### src/rtl/tx_flow_gate.sv
// Transmit flow-control gate: buffers packed bytes in a FIFO and releases them
// to the UART only while the peer's synchronized clear-to-send is high.
// Also counts accepted bytes and pulses frame_done_o at the end of each frame.
module tx_flow_gate #(
  parameter int unsigned width_p       = 8,
  parameter int unsigned depth_p       = 16,
  parameter int unsigned frame_bytes_p = 9600
) (
  input  logic                         clk_i,
  input  logic                         reset_i,
  input  logic [width_p-1:0]           data_i,
  input  logic                         valid_i,
  output logic                         ready_o,
  output logic [width_p-1:0]           data_o,
  output logic                         valid_o,
  input  logic                         ready_i,
  input  logic                         cts_i,
  output logic [$clog2(depth_p+1)-1:0] level_o,
  output logic                         frame_done_o
);

  localparam int unsigned AW = $clog2(depth_p);
  localparam int unsigned LW = $clog2(depth_p + 1);
  localparam int unsigned CW = $clog2(frame_bytes_p + 1);

  localparam logic [LW-1:0] FullLevel = LW'(depth_p);
  localparam logic [CW-1:0] FrameLast = CW'(frame_bytes_p - 1);

  localparam logic [0:0] StIdle    = 1'b0;
  localparam logic [0:0] StPresent = 1'b1;

  logic               cts_meta_q, cts_s_q;
  logic [width_p-1:0] mem_q [depth_p];
  logic [AW-1:0]      wr_ptr_q, wr_ptr_d, rd_ptr_q, rd_ptr_d;
  logic [LW-1:0]      count_q, count_d;
  logic [0:0]         state_q, state_d;
  logic [width_p-1:0] data_q, data_d;
  logic [CW-1:0]      frame_cnt_q, frame_cnt_d;
  logic               done_q, done_d;

  logic fifo_empty, fifo_full, wr_en, load, accept;

  // Two-flop synchronizer for the asynchronous clear-to-send input.
  always_ff @(posedge clk_i or posedge reset_i) begin
    if (reset_i) begin
      cts_meta_q <= 1'b0;
      cts_s_q    <= 1'b0;
    end else begin
      cts_meta_q <= cts_i;
      cts_s_q    <= cts_meta_q;
    end
  end

  // FIFO storage; contents need no reset since pointers define validity.
  always_ff @(posedge clk_i) begin
    if (wr_en) begin
      mem_q[wr_ptr_q] <= data_i;
    end
  end

  // Handshakes, FIFO bookkeeping, output FSM and frame counter next-state.
  always_comb begin
    fifo_empty = (count_q == '0);
    fifo_full  = (count_q == FullLevel);
    wr_en      = valid_i & ~fifo_full;
    accept     = (state_q == StPresent) & ready_i;
    // CTS gates only the start of a byte; a presented byte is always held.
    load       = ~fifo_empty & cts_s_q & ((state_q == StIdle) | ready_i);

    wr_ptr_d = wr_en ? wr_ptr_q + 1'b1 : wr_ptr_q;
    rd_ptr_d = load  ? rd_ptr_q + 1'b1 : rd_ptr_q;

    count_d = count_q;
    if (wr_en && !load) begin
      count_d = count_q + 1'b1;
    end else if (!wr_en && load) begin
      count_d = count_q - 1'b1;
    end

    state_d = state_q;
    data_d  = data_q;
    if (load) begin
      state_d = StPresent;
      data_d  = mem_q[rd_ptr_q];
    end else if (accept) begin
      state_d = StIdle;
    end

    frame_cnt_d = frame_cnt_q;
    done_d      = 1'b0;
    if (accept) begin
      if (frame_cnt_q == FrameLast) begin
        frame_cnt_d = '0;
        done_d      = 1'b1;
      end else begin
        frame_cnt_d = frame_cnt_q + 1'b1;
      end
    end
  end

  // State registers; reset discards FIFO, presented byte and frame count.
  always_ff @(posedge clk_i or posedge reset_i) begin
    if (reset_i) begin
      wr_ptr_q    <= '0;
      rd_ptr_q    <= '0;
      count_q     <= '0;
      state_q     <= StIdle;
      data_q      <= '0;
      frame_cnt_q <= '0;
      done_q      <= 1'b0;
    end else begin
      wr_ptr_q    <= wr_ptr_d;
      rd_ptr_q    <= rd_ptr_d;
      count_q     <= count_d;
      state_q     <= state_d;
      data_q      <= data_d;
      frame_cnt_q <= frame_cnt_d;
      done_q      <= done_d;
    end
  end

  // Outputs are all taken directly from registers.
  always_comb begin
    ready_o      = ~fifo_full;
    valid_o      = (state_q == StPresent);
    data_o       = data_q;
    level_o      = count_q;
    frame_done_o = done_q;
  end

endmodule

### config.mk
export PLATFORM = sky130hd
export DESIGN_NAME = tx_flow_gate
export DESIGN_NICKNAME = d
export VERILOG_FILES = /design/src/rtl/tx_flow_gate.sv
export SDC_FILE = /design/constraint.sdc
export NUM_CORES = 1
export LEC_CHECK = 0
export CAP_MARGIN = 25
export CORE_MARGIN = 1.5
export CORE_UTILIZATION = 45
export DETAILED_ROUTE_END_ITERATION = 16
export PLACE_DENSITY = 0.64
export SYNTH_ARGS = -nofsm -noshare
export SYNTH_HDL_FRONTEND = slang
export SYNTH_SLANG_ARGS = --single-unit
### constraint.sdc
create_clock -name clk_i -period 3.3 [get_ports clk_i]
set_input_delay 0.66 -clock clk_i [delete_from_list [all_inputs] [get_ports clk_i]]
set_output_delay 0.66 -clock clk_i [all_outputs]
set_load 0.01 [all_outputs]
# --- After elaboration in Yosys (flattened, before gate mapping) ---
# Memory sizes are Yosys's and may differ from the RTL's. A register that Yosys moved wholly into a read port is not among the register bits.
# Cells that the tools add are included.
word_totals:
  register_bits: 31
  mem_bits_rw: 128
  input_bits: 13
  output_inout_bits: 16
  elab_cells: 40
  n_memories: 1
classes:
  addsub: 5
  eq_ne: 2
  mux: 9
  bitwise_logic: 8
  reduce_logical: 7
mem_list:
  columns: ["memory", "depth", "word_bits", "read_ports", "rd_clocked_by_memory_dff", "wr", "line", "rtl"]
  rows:
  - ["mem_q", 16, 8, 1, 1, 1, "33", "logic [width_p-1:0] mem_q [depth_p];"]
op_table:
  columns: ["cell", "count"]
  rows:
  - ["14-bit by 1-bit adder with 14-bit output (second input constant)", 1]
  - ["14-bit == test (second input constant)", 1]
  - ["14-bit two-way mux", 1]
  - ["5-bit two-way mux", 2]
  - ["4-bit by 1-bit adder with 4-bit output (second input constant)", 2]
  - ["1-bit two-way mux", 6]
  - ["5-bit by 1-bit adder with 5-bit output (second input constant)", 1]
  - ["5-bit == test (second input constant)", 1]
  - ["5-bit logical NOT", 1]
  - ["5-bit by 1-bit subtractor with 5-bit output (second input constant)", 1]
  - ["1-bit AND", 4]
  - ["2-bit nonzero test", 2]
  - ["1-bit NOT", 3]
  - ["1-bit logical AND", 2]
  - ["1-bit logical NOT", 2]
  - ["1-bit bitwise OR", 1]

# --- Longest topological paths before layout ---
depth:
  ltp_word: 7
  ltp_mapped: 11
  mapped_depth_nobuf: 10

# --- Worst setup path before layout ---
# Ideal clock, no wire load.
synth_timing:
  path_kind: "register to register"
  from: "register count_q[1] (netlist: level_o[1])"
  to: "register count_q[4] (netlist: level_o[4])"
  setup_ns: 0.080
  arrival_ns: 2.702
  path_slack_ns: 0.518
  path_stages_with_launch: 12
  n_path_buf: 1
  path_cell_list: "dfrtp_1 -> or4_4 -> o211a_4 -> buf_2 -> inv_1 -> ha_1 -> inv_1 -> ha_1 -> a21o_1 -> a21oi_1 -> mux2i_1 -> xnor2_1"
synth_via:
  elab_chain_cells: 7
  elab_cells_between_ends: 16
  classes_between: "2 x add/sub; 1 x eq/ne; 2 x mux; 5 x bitwise; 6 x reduce/logical"
synth_rtl:
  columns: ["item", "line", "rtl"]
  rows:
  - ["start, declared", "35", "logic [LW-1:0] count_q, count_d;"]
  - ["start signal, assigned", "114", "count_q <= count_d;"]
  - ["branches (longest 7 deep; another with 5-bit by 1-bit subtractor with 5-bit output)", null, null]
# Parallel ways; which one is timed is not known. The select of a mux whose other input is x is not followed.
# A chain may end at the register's enable or synchronous reset.

# --- Worst setup path in the final report ---
layout_timing:
  from: "register count_q[0] (netlist: level_o[0])"
  to: "register count_q[4] (netlist: level_o[4])"
# Same word-level chain as after synthesis.

==> summary.md <==
| Metric | Value |
|---|---|
| Final setup fails | 0 |
| Pwr per Cell Area | 844 mW/mm2 |
| Post-synthesis cell count | 379 |
| Most common cell after layout, fill and taps aside | edfxtp_1 |
| CTS root buf | clkbuf_16 |
| Placed cell count | 595 |
| Drc violations | 0 |
| Net Switching | 1.99 mW |
| Ant. Diodes | 0 |
| Vias post-DR | 3436 |
| Reg2reg start | level_o[0]$_DFFE_PP0P_ |
| Hold Startpoint | cts_meta_q$_DFF_PP0_ |
| Aggregate global routing overflow | 0 |
| H-tree depth | 4 |
| Slew headroom | 57.9% |
| Fin Setup TNS | 0 ps |
| Most frequent cells in the layout | edfxtp_1 (128), dfrtp_1 (38), clkdlybuf4s50_1 (28), nor2_1 (24), buf_4 (22) |
| DR WL/cell | 19.6 um |
| Die area | 0.0159 mm2 |
| Reg power frac | 42.6% |
| Synth Cell Area | 0.00683 mm2 |
| Post-synthesis net count | 404 |
| Yosys top cell area share | 56.3% |
| Yosys reg bits | 167 |
| DP HPWL | 7.80 mm |
| CTS tree | done |
| Maxcap violations | 0 |
| Final Hold Fails | 0 |
| Clock transition at the registers of the reported paths | 70 ps |
| Row cnt | 44 |
| Largest net degree at the start of global routing | 40 |
| Nets@finish | 455 |
| Synth Area in Simple Gates | 5.38% |
| Final Max Slew Viols | 0 |
| Layout area overhead | 17.2% |
| Number of global-route vias before repair | 3530 |
| Adder-Cell Fraction of Synth Area | 2.31% |
| Gate power share | 27.0% |
| Synth Area in XOR/XNOR | 2.82% |
| Internal power | 4.76 mW |
| Post-Route Skew | 7.27 ps |
| Yosys cell types | 39 |
| Ranking of synthesized cells by area | edfxtp_1 (56%), dfrtp_1 (14%), mux4_1 (5.8%) |
| CP max FO | 6 |
| First-pass GRT wire length | 19.9 mm |
| IO Port Bufs | 28 |
| Outcome | finished, final reports clean |
| Post-synthesis sequential area ratio | 70.5% |
| Share of cells above drive strength 1 | 20.5% |
| Met2 wire length | 6.08 mm |
| Post-Route WL | 12.3 mm |
| Initial Utilization | 46.5% |
| Worst Tran Pin Value | 632 ps |
| Sink Count | 167 |
| DR iter-0 viols | 226 |
| Num ports | 29 |
| DR pass1 iterations | 4 |
| Top routing layer in use | met4 |
| GR Util All Layers | 17.0% |
| Design Power | 6.76 mW |
| Post CTS Setup Buffer Count | 0 |
| DR WL met3 | 386 um |
| Number of vias per cell | 5.48 |
| M1 WL | 5.69 mm |
| Post-CTS resize count | 0 |
| Kind of critical path | reg2reg |
| Setup crit start kind | flop |
| Crit. End Element | flop |
| Clock Path Buffers | 2 |
| Worst-Skew Late Latency | 420 ps |
| Largest family of logic cells by synthesized area | multiplexers |
| Post-route minimum period | 2710 ps |
| Worst hold path type | reg2reg |
| Critical Path AT | 3050 ps |
| Routability cong. | 0.804 |
| Fmax | 369 MHz |
| Static Leak | 2.85 nW |
| Net Sw Frac | 29.5% |
| Tcrit/Tclk final | 82.1% |
| Multiplexer share of the synthesized area | 13.3% |
| Average size of a mapped cell | 18.0 um2 |
| # hold bufs at CTS | 0 |
| Worst Hold Slack | 350 ps |
| Initial antenna violation count | 0 |
| RSZ-0062 raised after global routing | false |
| Total CTS buffers | 17 |
| Die span in x | 126 um |
| Synth warn | 0 |
| Antenna viol nets, final | 0 |
| Compound-cell area share of the yosys netlist | 3.33% |
| Req. time, crit path | 3640 ps |
| Worst setup path start | level_o[0]$_DFFE_PP0P_ |
| Core Box Area | 0.0147 mm2 |
| Final Non-Filler Cells | 627 |
| Worst vdd ir | 0.479 mV |
| Cell taking the most area after synthesis | edfxtp_1 |
| Die H | 126 um |
| Clock Power Share | 30.4% |
-- stage by stage --
stage	setup slack [ps]	cell area [um2]	utilization (%)
6_report	592	8010	54.5
5_1_grt	401	8010	54.5
4_1_cts	596	8010	54.5
3_5_place_dp	345	7390	50.2
3_3_place_gp	399	7390	50.2
2_1_floorplan	518	6830	-
-- synthesized netlist by cell type, drive strengths merged --
cell    instances
clkbuf          4
mux2i           2
nor3            8
nor3b           1
nand4           6
o21ai           4
edfxtp        128
nor2           24
nor4            1
ha             11
o211a           1
and2            1
mux2           10
and3            1
or4             1
inv             9
fa              1
nand2          17
buf            14
xor2            6
and4            1
a21o            2
nand2b          4
mux4           32
o22ai          16
a21oi          10
dfrtp          39
xnor2          16
or2             2
nand3           6
nor4b           1
-- cells by family (layout without fill, tap and decap cells) --
kind of cell	after synthesis	after routing
AOI/OAI and AO/OA	33	33
buffers and inverters	27	91
adders and majority gates	12	12
DFF	167	167
xor gates and xnor gates	22	22
and+or+nand+nor	74	74
muxes	44	44
-- sequential cells by signal (all words and copies together) (netlist names) --
register      count
data_o            8
cts_meta_q        1
wr_ptr_q          4
frame_done_o      1
frame_cnt_q      14
cts_s_q           1
rd_ptr_q          4
valid_o           1
level_o           5
mem_q           128
-- worst paths after layout --
path | to | slack, ps | cells after the start
worst max-delay path | level_o[4]$_DFFE_PP0P_ | 590 | 10
min in group asynchronous | frame_done_o$_DFF_PP0_ | 670 | 3
max in group asynchronous | rd_ptr_q[2]$_DFFE_PP0P_ | 2250 | 3
worst min register to register | cts_s_q$_DFF_PP0_ | 350 | 0
worst min-delay path | cts_s_q$_DFF_PP0_ | 350 | 0
worst max register to register | level_o[4]$_DFFE_PP0P_ | 590 | 10
-- power by group through the flow --
stage	clock network [mW]	logic (mW)	registers, mW
after floorplan	0	1.37	2.82
after global placement	0	1.81	2.91
after detailed placement	0	1.85	2.92
after CTS	2.09	1.86	2.88
after global routing	2.19	1.99	2.93
final	2.06	1.82	2.88
-- area by class of cell --
type | instances | area (um2)
Clock buffer | 18 | 429
Tap cell | 184 | 230
Clock inverter | 14 | 196
Timing Repair Buffer | 50 | 445
Fill cell | 1153 | 6690
Multi-Input combinational cell | 185 | 1860
Inverter | 9 | 33.8
Sequential cell | 167 | 4820
-- worst max-delay path, stage by stage (launching register included) --
cell	delay (ps)
dfrtp_1	440
or4_4	550
o211a_4	240
inv_1	50
ha_1	200
inv_1	130
ha_1	320
a21o_1	180
a21oi_1	160
mux2i_1	240
xnor2_1	130
-- metal layers --
layer  GRT usage [%]  vias to the layer above
met3            4.33                       10
met4            4.53                        0
met1            23.0                     1781
met5               0                        -
li1                -                     1584
met2            27.6                       61
Power figures use the tool's default switching activity.
